$ cat config.mk
export PLATFORM = sky130hd
export DESIGN_NAME = ysyx_22040895_lsu
export DESIGN_NICKNAME = d
export VERILOG_FILES = /design/src/rtl/ysyx_22040895_lsu.sv
export SDC_FILE = /design/constraint.sdc
export NUM_CORES = 1
export LEC_CHECK = 0
export ABC_CLOCK_PERIOD_IN_PS = 2200
export BUFFER_PORTS_ARGS = -buffer_cell sky130_fd_sc_hd__buf_2
export CAP_MARGIN = 30
export CORE_AREA = 2 2 201 183
export DETAILED_ROUTE_END_ITERATION = 16
export DIE_AREA = 0 0 203 185
export GPL_TIMING_DRIVEN = 0
export SKIP_CTS_REPAIR_TIMING = 1
export SLEW_MARGIN = 15
export SYNTH_ARGS = -nofsm -noshare
export SYNTH_HDL_FRONTEND = slang
export SYNTH_SLANG_ARGS = --single-unit
$ cat constraint.sdc
create_clock -name clk -period 2.2 [get_ports clk]
set_input_delay 0.33 -clock clk [delete_from_list [all_inputs] [get_ports clk]]
set_output_delay 0.33 -clock clk [all_outputs]
set_load 0.05 [all_outputs]
$ cat src/rtl/ysyx_22040895_lsu.sv
// Load/store unit: one aligned 64-bit req/ack memory transaction per request,
// with byte-lane strobes, misalignment detection and sign/zero-extended loads.
module ysyx_22040895_lsu #(
  parameter int ADDR_W = 64,
  parameter int DATA_W = 64
) (
  input  logic              clk,
  input  logic              rst,
  input  logic              req_valid_i,
  output logic              req_ready_o,
  input  logic              req_ld_i,
  input  logic [1:0]        req_size_i,
  input  logic              req_unsigned_i,
  input  logic [ADDR_W-1:0] req_addr_i,
  input  logic [DATA_W-1:0] req_wdata_i,
  output logic              rsp_valid_o,
  output logic [DATA_W-1:0] rsp_rdata_o,
  output logic              rsp_err_o,
  output logic              mem_req_o,
  output logic              mem_we_o,
  output logic [ADDR_W-1:0] mem_addr_o,
  output logic [DATA_W-1:0] mem_wdata_o,
  output logic [7:0]        mem_wmask_o,
  input  logic              mem_ack_i,
  input  logic [DATA_W-1:0] mem_rdata_i
);

  typedef enum logic [1:0] {IDLE, ACCESS, RESP} state_t;

  state_t            state_reg, state_next;
  logic              ld_reg, uns_reg, err_reg;
  logic [1:0]        size_reg;
  logic [ADDR_W-1:0] addr_reg;
  logic [DATA_W-1:0] wdata_reg, rdata_reg;

  logic              misaligned;
  logic              in_access;
  logic [DATA_W-1:0] shifted, load_ext, store_data;
  logic [7:0]        store_mask;

  always_comb begin
    misaligned = 1'b0;
    case (req_size_i)
      2'b01:   misaligned = req_addr_i[0];
      2'b10:   misaligned = |req_addr_i[1:0];
      2'b11:   misaligned = |req_addr_i[2:0];
      default: misaligned = 1'b0;
    endcase
  end

  // Extraction uses the latched request so it is stable for the whole ACCESS state.
  assign shifted = mem_rdata_i >> {addr_reg[2:0], 3'b000};

  always_comb begin
    load_ext = shifted;
    case (size_reg)
      2'b00: load_ext = uns_reg ? {{(DATA_W-8){1'b0}}, shifted[7:0]}
                                : {{(DATA_W-8){shifted[7]}}, shifted[7:0]};
      2'b01: load_ext = uns_reg ? {{(DATA_W-16){1'b0}}, shifted[15:0]}
                                : {{(DATA_W-16){shifted[15]}}, shifted[15:0]};
      2'b10: load_ext = uns_reg ? {{(DATA_W-32){1'b0}}, shifted[31:0]}
                                : {{(DATA_W-32){shifted[31]}}, shifted[31:0]};
      default: load_ext = shifted;
    endcase
  end

  always_comb begin
    store_data = wdata_reg;
    store_mask = 8'hFF;
    case (size_reg)
      2'b00: begin
        store_data = {8{wdata_reg[7:0]}};
        store_mask = 8'h01 << addr_reg[2:0];
      end
      2'b01: begin
        store_data = {4{wdata_reg[15:0]}};
        store_mask = 8'h03 << addr_reg[2:0];
      end
      2'b10: begin
        store_data = {2{wdata_reg[31:0]}};
        store_mask = 8'h0F << addr_reg[2:0];
      end
      default: begin
        store_data = wdata_reg;
        store_mask = 8'hFF;
      end
    endcase
  end

  always_comb begin
    state_next = state_reg;
    case (state_reg)
      IDLE:    if (req_valid_i) state_next = misaligned ? RESP : ACCESS;
      ACCESS:  if (mem_ack_i) state_next = RESP;
      RESP:    state_next = IDLE;
      default: state_next = IDLE;
    endcase
  end

  always_ff @(posedge clk) begin
    if (rst) begin
      state_reg <= IDLE;
      ld_reg    <= 1'b0;
      uns_reg   <= 1'b0;
      size_reg  <= 2'b00;
      addr_reg  <= '0;
      wdata_reg <= '0;
      rdata_reg <= '0;
      err_reg   <= 1'b0;
    end else begin
      state_reg <= state_next;
      case (state_reg)
        IDLE: begin
          if (req_valid_i) begin
            ld_reg    <= req_ld_i;
            uns_reg   <= req_unsigned_i;
            size_reg  <= req_size_i;
            addr_reg  <= req_addr_i;
            wdata_reg <= req_wdata_i;
            err_reg   <= misaligned;
          end
          rdata_reg <= '0;
        end
        ACCESS: begin
          if (mem_ack_i) rdata_reg <= ld_reg ? load_ext : '0;
        end
        default: begin
          // Leaving RESP: response fields read zero again in IDLE.
          rdata_reg <= '0;
          err_reg   <= 1'b0;
        end
      endcase
    end
  end

  assign in_access   = (state_reg == ACCESS);
  assign req_ready_o = (state_reg == IDLE);
  assign rsp_valid_o = (state_reg == RESP);
  assign rsp_rdata_o = rdata_reg;
  assign rsp_err_o   = err_reg;

  assign mem_req_o   = in_access;
  assign mem_we_o    = in_access & ~ld_reg;
  assign mem_addr_o  = in_access ? {addr_reg[ADDR_W-1:3], 3'b000} : '0;
  assign mem_wdata_o = (in_access & ~ld_reg) ? store_data : '0;
  assign mem_wmask_o = (in_access & ~ld_reg) ? store_mask : 8'h00;

endmodule

=== After elaboration in Yosys (flattened, before gate mapping) ===
Index checks and enable logic that the tools add are counted.

* Register bits: 199

* Mux-type cells: 17
* Bitwise gates (word level): 3
* Shift-type cells: 4
* Reductions and logical operators: 8
* Eq/ne operators: 9

{| class="wikitable"
|+ Operators with widths
! kind !! number
|-
| $mux 64 || 6
|-
| $pmux 64 s3 || 2
|-
| $shr 64x6->64 || 1
|-
| $pmux 8 s3 || 1
|-
| $eq 2x2->1 const B || 4
|-
| $mux 8 || 1
|-
| $shl 1x3->8 const A || 1
|-
| $shl 2x3->8 const A || 1
|-
| $shl 4x3->8 const A || 1
|-
| $eq 2x1->1 const B || 3
|-
| $mux 2 || 3
|-
| $reduce_and 2->1 || 3
|-
| $logic_not 2->1 || 2
|-
| $ne 2x2->1 const B || 2
|-
| $pmux 2 s2 || 1
|-
| $reduce_or 2->1 || 2
|-
| $pmux 1 s3 || 1
|-
| $reduce_or 3->1 || 1
|-
| $not 1->1 || 2
|-
| $pmux 1 s2 || 1
|-
| $and 1x1->1 || 1
|-
| $mux 1 || 1
|}

=== Depth between registers and ports, before layout ===
Gate-level depths: netlist of the first run.

* Depth after elaboration: 5
* Depth in mapped cells: 9

=== Worst setup path after synthesis of the first run ===
OpenSTA, ideal clock, no wires.

* Kind: reg2out
* From: register state_reg[1]
* To: output port mem_wdata_o[56]
* Arrival time: 2376 ps
* Cell stages (with the launch flop): 9
* Path buffers: 2
* Path slack: -506 ps
* Path through: dfxtp_1 > buf_2 > nand2b_1 > clkinv_1 > nand2b_1 > inv_1 > clkbuf_1 > o21ai_0 > nor2_1

* Cells in the longest elaborated chain, start to end: 3

{| class="wikitable"
|+ RTL lines
! what !! line !! source
|-
| from (decl) || 30 || <nowiki>state_t state_reg, state_next;</nowiki>
|-
| from (signal assigned) || 111 || <nowiki>state_reg <= state_next;</nowiki>
|-
| $eq 2x1->1 || 136 || <nowiki>assign in_access = (state_reg == ACCESS);</nowiki>
|-
| $and 1x1->1 || - ||
|-
| net mem_we_o || 20 || <nowiki>output logic mem_we_o,</nowiki>
|-
| $mux 64 || 145 || <nowiki>assign mem_wdata_o = (in_access & ~ld_reg) ? store_data : '0;</nowiki>
|-
| to (decl) || 22 || <nowiki>output logic [DATA_W-1:0] mem_wdata_o,</nowiki>
|}

The timed path passes the listed nets, and every way through them passes these cells.

=== Final worst setup path of the first run ===
* From: register size_reg[1]
* To: output port mem_wdata_o[34]

* Cells in the longest elaborated chain, start to end: 3

{| class="wikitable"
|+ RTL lines
! what !! line !! source
|-
| from (decl) || 32 || <nowiki>logic [1:0] size_reg;</nowiki>
|-
| from (signal assigned) || 117 || <nowiki>size_reg <= req_size_i;</nowiki>
|-
| $eq 2x2->1 (tied with other cells) || 70 || <nowiki>case (size_reg)</nowiki>
|-
| $pmux 64 s3 (*) || 70 ||
|-
| $mux 64 (*) || 145 ||
|}

Every way passes the cells marked *; elsewhere a longest branch is shown, timed or not.

==> results of run 1 <==
-- metal layers --
metal,up-vias,global-route usage [%]
met5,-,0
met4,4,8.58
met3,87,6.26
met2,580,40.0
met1,5783,30.6
li1,5654,-
-- placed cells by master, fill, tap and decap left out, types with 6 or more instances in the layout --
cell / count
o22ai_1: 12
a21oi_1: 167
and2_4: 10
o21ai_2: 27
nor2_1: 30
nor2b_1: 8
mux4_2: 17
clkbuf_1: 47
diode_2: 6
o31ai_2: 13
mux2i_1: 34
dfxtp_1: 193
and2_1: 60
nand2_1: 340
nand2_2: 8
clkbuf_2: 13
inv_1: 6
a221o_1: 21
mux2_2: 24
buf_6: 122
a21oi_4: 22
a21oi_2: 15
a22oi_1: 21
buf_2: 299
a22oi_2: 16
a221o_2: 7
clkbuf_16: 22
buf_8: 12
o21ai_1: 15
o21ai_0: 45
nor2_2: 20
clkinvlp_4: 6
buf_4: 49
nor2_4: 33
buf_12: 16
-- cell families after synthesis --
| logic type | after synthesis |
|---|---|
| AO/OA/AOI/OAI | 419 |
| other | 1 |
| AND/OR/NAND/NOR | 529 |
| multiplexers | 76 |
| buffers and inverters | 138 |
| adder cells (fa/ha/maj) | 6 |
| flip-flops | 199 |
-- critical path: cells and delay by family, from the launching register on --
kind	cells	cell delay [ps]
flip-flops	1	410
AO/OA/AOI/OAI	1	210
AND/OR/NAND/NOR	4	530
buffers and inverters	4	480
adder cells (fa/ha/maj)	1	180
-- synth_stat cells (4+ instances only) --
cell type	instances
a211oi_1	4
a21oi_1	204
a221o_1	28
a221oi_1	5
a22oi_1	37
a2bb2oi_1	5
and2_1	70
buf_1	8
buf_2	18
buf_4	9
clkbuf_1	89
clkinv_1	4
dfxtp_1	199
ha_1	6
inv_1	9
mux2_2	24
mux2i_1	34
mux4_2	17
nand2_1	349
nand2b_1	5
nor2_1	83
nor2b_1	8
o21ai_0	87
o21ai_1	5
o22ai_1	12
o31ai_2	14
or2_2	4
-- path summary, 6_finish.rpt --
kind                        start               to  slack [ps]  cells past startpoint
setup / recovery      size_reg[1]  mem_wdata_o[34]        -410                     10
setup reg to reg      size_reg[0]  rsp_rdata_o[50]          20                     10
hold / removal    req_wdata_i[48]    wdata_reg[48]         100                      3
hold reg to reg       addr_reg[3]      addr_reg[3]         450                      2
-- cell type report --
cell class | count | area (um^2)
Fill cell | 3531 | 19200
Multi-Input combinational cell | 1033 | 6990
Sequential cell | 199 | 4000
Timing Repair Buffer | 452 | 3250
Buffer | 114 | 877
Tap cell | 476 | 596
Clock buffer | 19 | 443
Clock inverter | 13 | 159
Inverter | 13 | 72.6
Antenna cell | 6 | 15.0
-- through the flow --
step / setup TNS, ps / util (%) / cells
floorplan: -333 / - / 1370
detailed placement: -73540 / 38.1 / 2248
global route: -27010 / 46.1 / 2323
finish: -19910 / 46.1 / 2325
CTS: -128600 / 39.8 / 2280
global placement: -84890 / 38.1 / 2247
-- power groups by stage --
stage	Combinational (mW)	Sequential [mW]	Clock [mW]
floorplan	1.32	3.95	0
global placement	2.02	3.98	0
detailed placement	2.03	3.99	0
CTS	2.04	3.90	3.35
global route	2.69	3.95	3.51
finish	2.52	3.93	3.30
==> results.json, run 1 <==
{
  "status": "finished, violations left",
  "violations": "negative setup slack",
  "worstPathMaxFanout": 8,
  "ioPinCount": 405,
  "ys.flop_type": "dfxtp_1",
  "p_sw_share_pct": 33.3,
  "synth_compound_area_share_pct": 24.5,
  "holdWs_ps": 96.0,
  "drt-met1-wl_mm": 20.4,
  "cp-start-kind": "register",
  "fin_crit_ps": 2610,
  "p_seq_share_pct": 40.3,
  "core_area_mm2": 0.0356,
  "maxCapViolCount": 0,
  "place_area_mm2": 0.0136,
  "ys_seq_area_share_pct": 38.0,
  "fmax_mhz": 383,
  "synth_area_mm2": 0.0105,
  "portBuffers": 401,
  "via_count": 12100,
  "start_util_pct": 29.5,
  "max-vdd-ir-drop_uv": 572,
  "drtPass1Iterations": 5,
  "crit_chain": "inv_4 > ha_4 > buf_8 > or2_4 > nor2_4 > nor2_4 > buf_12 > a22oi_2 > nor2_4 > buf_6",
  "synth_top_family_by_area": "compound AO/OA/AOI/OAI gates",
  "numCtsBuffers": 17,
  "finalPower_mw": 9.76,
  "fin_worst_skew_ps": 19.5,
  "cts.path.max_buffers": 2,
  "synthMuxAreaShare_pct": 9.68,
  "final_area_mm2": 0.0164,
  "relSlewSlack_pct": 49.1,
  "path_clk_slew_ps": 90,
  "cts_root_buf": "clkbuf_16",
  "ys_types": 52,
  "antenna_found_initial": 7,
  "synthArstFlopShare_pct": 0,
  "synth_edf_count": 0,
  "cts.sinks": 199,
  "htree_levels": 4,
  "p_switching_mw": 3.25,
  "syn_area_per_cell_um2": 7.67,
  "worst_slack_ps": -408,
  "area_growth_pct": 56.2,
  "clk-insertion-delay-late_ps": 460,
  "overflow": 0,
  "topRoutingLayerUsed": "met5",
  "nets": 2036,
  "yosys-top-cells-area": "dfxtp_1 38%, nand2_1 12%, a21oi_1 9.7%",
  "wl_met2_mm": 22.9,
  "tightest_slew_ps": 763,
  "drv_slew": 0,
  "synth_xor_area_share_pct": 0,
  "drt_wl_total_mm": 48.8,
  "cp.arrival_ps": 2280,
  "endpoint_kind": "output pin",
  "combPwrFrac_pct": 25.9,
  "grt_pass1_wl_mm": 68.3,
  "syn_inst": 1368,
  "ys_warn_count": 0,
  "pre_cts_ws_ps": -996,
  "power.clock.fraction_pct": 33.8,
  "dpl.hpwl_mm": 37.2,
  "cp_common_cell": "nor2_4",
  "rsz0062_at_grt": "yes",
  "synth_largest_area_cell": "dfxtp_1",
  "hold_class": "in2reg",
  "intPower_mw": 6.51,
  "die_y_um": 185,
  "cp_slowest_cell": "dfxtp_4",
  "power_density_mw_per_mm2": 595,
  "wl_per_cell_um": 21.0,
  "period_share_pct": 119,
  "num_rows": 66,
  "hold_viol": 0,
  "fp.dieW_um": 203,
  "crit_path_max_incr_delay_ps": 410,
  "viasPerCell": 5.21,
  "synthSimpleGateAreaFrac_pct": 21.5,
  "grt_pass1_vias": 11600,
  "path_class": "reg2out",
  "gp_congestion": 0.931,
  "dieArea_mm2": 0.0376,
  "wl_met3_mm": 4.15,
  "netlist.area_leader.share_pct": 38.0,
  "synthAdderAreaFrac_pct": 0.715,
  "cts_tree": "built",
  "drc_errors": 0,
  "leakagePower_nw": 6.65,
  "grt_max_degree": 19,
  "ant_nets": 0,
  "track_usage_pct": 24.2,
  "ys_seq_elements": 199,
  "drtIter0Drc": 950,
  "crit_required_ps": 1870,
  "drive_gt1_share_pct": 43.6,
  "setup_viol": 72
}
Note: power is estimated with default switching activity, not from simulation.
==> run 2: changes to the inputs <==
--- a/config.mk
+++ b/config.mk
@@ -5,12 +5,13 @@
 export SDC_FILE = /design/constraint.sdc
 export NUM_CORES = 1
 export LEC_CHECK = 0
+export ABC_AREA = 1
 export ABC_CLOCK_PERIOD_IN_PS = 2200
 export BUFFER_PORTS_ARGS = -buffer_cell sky130_fd_sc_hd__buf_2
 export CAP_MARGIN = 30
-export CORE_AREA = 2 2 201 183
+export CORE_AREA = 2 2 202 184
 export DETAILED_ROUTE_END_ITERATION = 16
-export DIE_AREA = 0 0 203 185
+export DIE_AREA = 0 0 204 186
 export GPL_TIMING_DRIVEN = 0
 export SKIP_CTS_REPAIR_TIMING = 1
 export SLEW_MARGIN = 15
==> run 2 against run 1 <==
Against the previous run: the flow still finishes with violations (negative setup slack); via count grew 6.9%; register-to-register slack lost 50 ps; critical path depth shrank 2; clock power is essentially flat; final cell count grew 11%; core utilization shrank 2.3 points; non-clock buffer count grew 5; global-route usage grew 0.65 points; area after synthesis grew 1.0%; wire length grew 1.3%; count of clock-buffer cells in the layout shrank 1; total power grew 9.3%; largest cell class unchanged; largest power group unchanged.
==> results.json, run 2 <==
{
  "grt_pass1_wl_mm": 70.9,
  "dpl.hpwl_mm": 39.1,
  "busiest_layer": "met2",
  "r2r_setup_slack_ps": -30,
  "endpoint_kind": "output pin",
  "final_common_cell": "buf_2",
  "nets": 2301,
  "violations": "negative setup slack",
  "fin_cells": 2587,
  "fin_crit_ps": 2480,
  "maxCapViolCount": 0,
  "leakagePower_nw": 6.99,
  "path_buf_inv": 4,
  "drive_gt1_share_pct": 34.3,
  "ys.flop_type": "dfxtp_1",
  "ys_types": 35,
  "synth_common_cells": "311 x nand2_1, 229 x a21oi_1, 217 x nor2_1",
  "ioPinCount": 405,
  "period_share_pct": 113,
  "synth_area_mm2": 0.0106,
  "crit_required_ps": 1870,
  "met3_usage_pct": 4.92,
  "ys_seq_elements": 199,
  "core_area_mm2": 0.0358,
  "grt_pass1_vias": 11900,
  "cts_tree": "built",
  "dp_cells": 2515,
  "area_growth_pct": 47.9,
  "antenna_found_initial": 2,
  "worst_slack_ps": -275,
  "synthArstFlopShare_pct": 0,
  "viasPerCell": 5.01,
  "cp-start-kind": "register",
  "cp_slowest_cell": "dfxtp_4",
  "path_clk_slew_ps": 70,
  "syn_inst": 1636,
  "cts.sinks": 199,
  "start_util_pct": 29.6,
  "worstPathMaxFanout": 8,
  "crit_path_max_incr_delay_ps": 390,
  "fmax_mhz": 404,
  "overflow": 0,
  "numCtsBuffers": 17,
  "htree_levels": 4,
  "crit_chain": "inv_6 > ha_4 > buf_8 > clkinvlp_4 > o221ai_2 > nand2_2 > a21oi_2 > buf_6",
  "status": "finished, violations left",
  "postLayoutCoreUtil_pct": 43.7,
  "yosysMostFrequentCell": "nand2_1",
  "num_rows": 66,
  "tightest_slew_ps": 867,
  "cts_root_buf": "clkbuf_16",
  "portBuffers": 401,
  "dieArea_mm2": 0.0379,
  "clk-insertion-delay-late_ps": 470,
  "wl_per_cell_um": 19.1,
  "via_count": 12900,
  "syn_area_per_cell_um2": 6.48,
  "r2r-start": "size_reg[1]",
  "path_class": "reg2out",
  "rsz0062_at_grt": "yes",
  "rr_worst_depth": 14,
  "synth_largest_area_cell": "dfxtp_1",
  "crit_path_end": "mem_wdata_o[30]",
  "yosys-top-cells-area": "dfxtp_1 38%, nand2_1 11%, a21oi_1 11%",
  "grt_use_met2_pct": 38.2,
  "die_y_um": 186,
  "grtUsageMet1_pct": 34.7,
  "synth_edf_count": 0,
  "final_area_mm2": 0.0157,
  "ant_nets": 0,
  "setup_viol": 72,
  "tns_ps": -10440,
  "netlist.area_leader.share_pct": 37.6,
  "cp.arrival_ps": 2150,
  "r2r-end": "rsp_rdata_o[29]",
  "crit_path_start": "size_reg[1]",
  "final_cell_mix": "334 x buf_2, 298 x nand2_1, 193 x dfxtp_1, 188 x a21oi_1, 170 x nor2_1",
  "place_area_mm2": 0.0135,
  "cts.path.max_buffers": 2,
  "pre_cts_ws_ps": -716,
  "drtPass1Iterations": 6,
  "max-vdd-ir-drop_uv": 520,
  "power_density_mw_per_mm2": 681,
  "drv_slew": 0,
  "drtIter0Drc": 909,
  "ys_seq_area_share_pct": 37.6,
  "ys_warn_count": 0,
  "drt_wl_total_mm": 49.4,
  "holdWs_ps": 59.9,
  "finalPower_mw": 10.7,
  "relSlewSlack_pct": 42.2,
  "gp_congestion": 0.996,
  "hold_viol": 0,
  "critical_path.top_delay_family": "buffers and inverters",
  "drc_errors": 0,
  "track_usage_pct": 24.9,
  "grt_max_degree": 19,
  "fp.dieW_um": 204,
  "fin_worst_skew_ps": 15.0,
  "cp.depth": 8,
  "hold_class": "in2reg"
}
## run 2: changes by cell type after synthesis, moves of 31 or more
cell     change
inv_1      +121
and2_1      -70
nand3_1     +84
o21ai_1     +31
a22oi_1     -37
nor2_1     +134
o21ai_0    +101
nand2_1     -38
## run 2: worst min path at each step
stage / to / slack [ps] / start / depth (start not counted)
global route: state_reg[0] / 50 / rst / 2
finish: state_reg[0] / 60 / rst / 2
floorplan: rsp_err_o / 400 / rst / 1
global placement: addr_reg[40] / 440 / addr_reg[40] / 2
detailed placement: addr_reg[16] / 450 / addr_reg[16] / 2
CTS: state_reg[1] / 20 / rst / 2
## run 2: where the power goes
part | total, mW | switching [mW] | internal [mW]
sequential | 4.00 | 0.145 | 3.86
clock | 3.31 | 1.58 | 1.74
combinational | 3.35 | 2.22 | 1.13
## run 2: logic make-up after synthesis
kind of cell             Yosys count  synth area share [%]
multiplexers                       4                 0.378
AND/OR/NAND/NOR                  649                  25.2
adder cells (fa/ha/maj)            6                 0.708
buffers and inverters            271                  10.7
flip-flops                       199                  37.6
AO/OA/AOI/OAI                    506                  25.4
other                              1                0.0354
## run 2: layout make-up
class | count | area (um^2)
inverter | 138 | 549
sequential | 199 | 4000
tap | 476 | 596
multi-input combinational | 1168 | 6220
clock buffer | 18 | 439
timing repair buffer | 440 | 2790
fill | 3791 | 20200
clock inverter | 14 | 166
buffer | 131 | 908
antenna | 3 | 7.51
## run 2: metal layers
metal / up-vias / wire length, um
li1: 6319 / -
met1: 6036 / 22700
met2: 526 / 22000
met3: 67 / 3390
met4: 0 / 1270
met5: - / 0
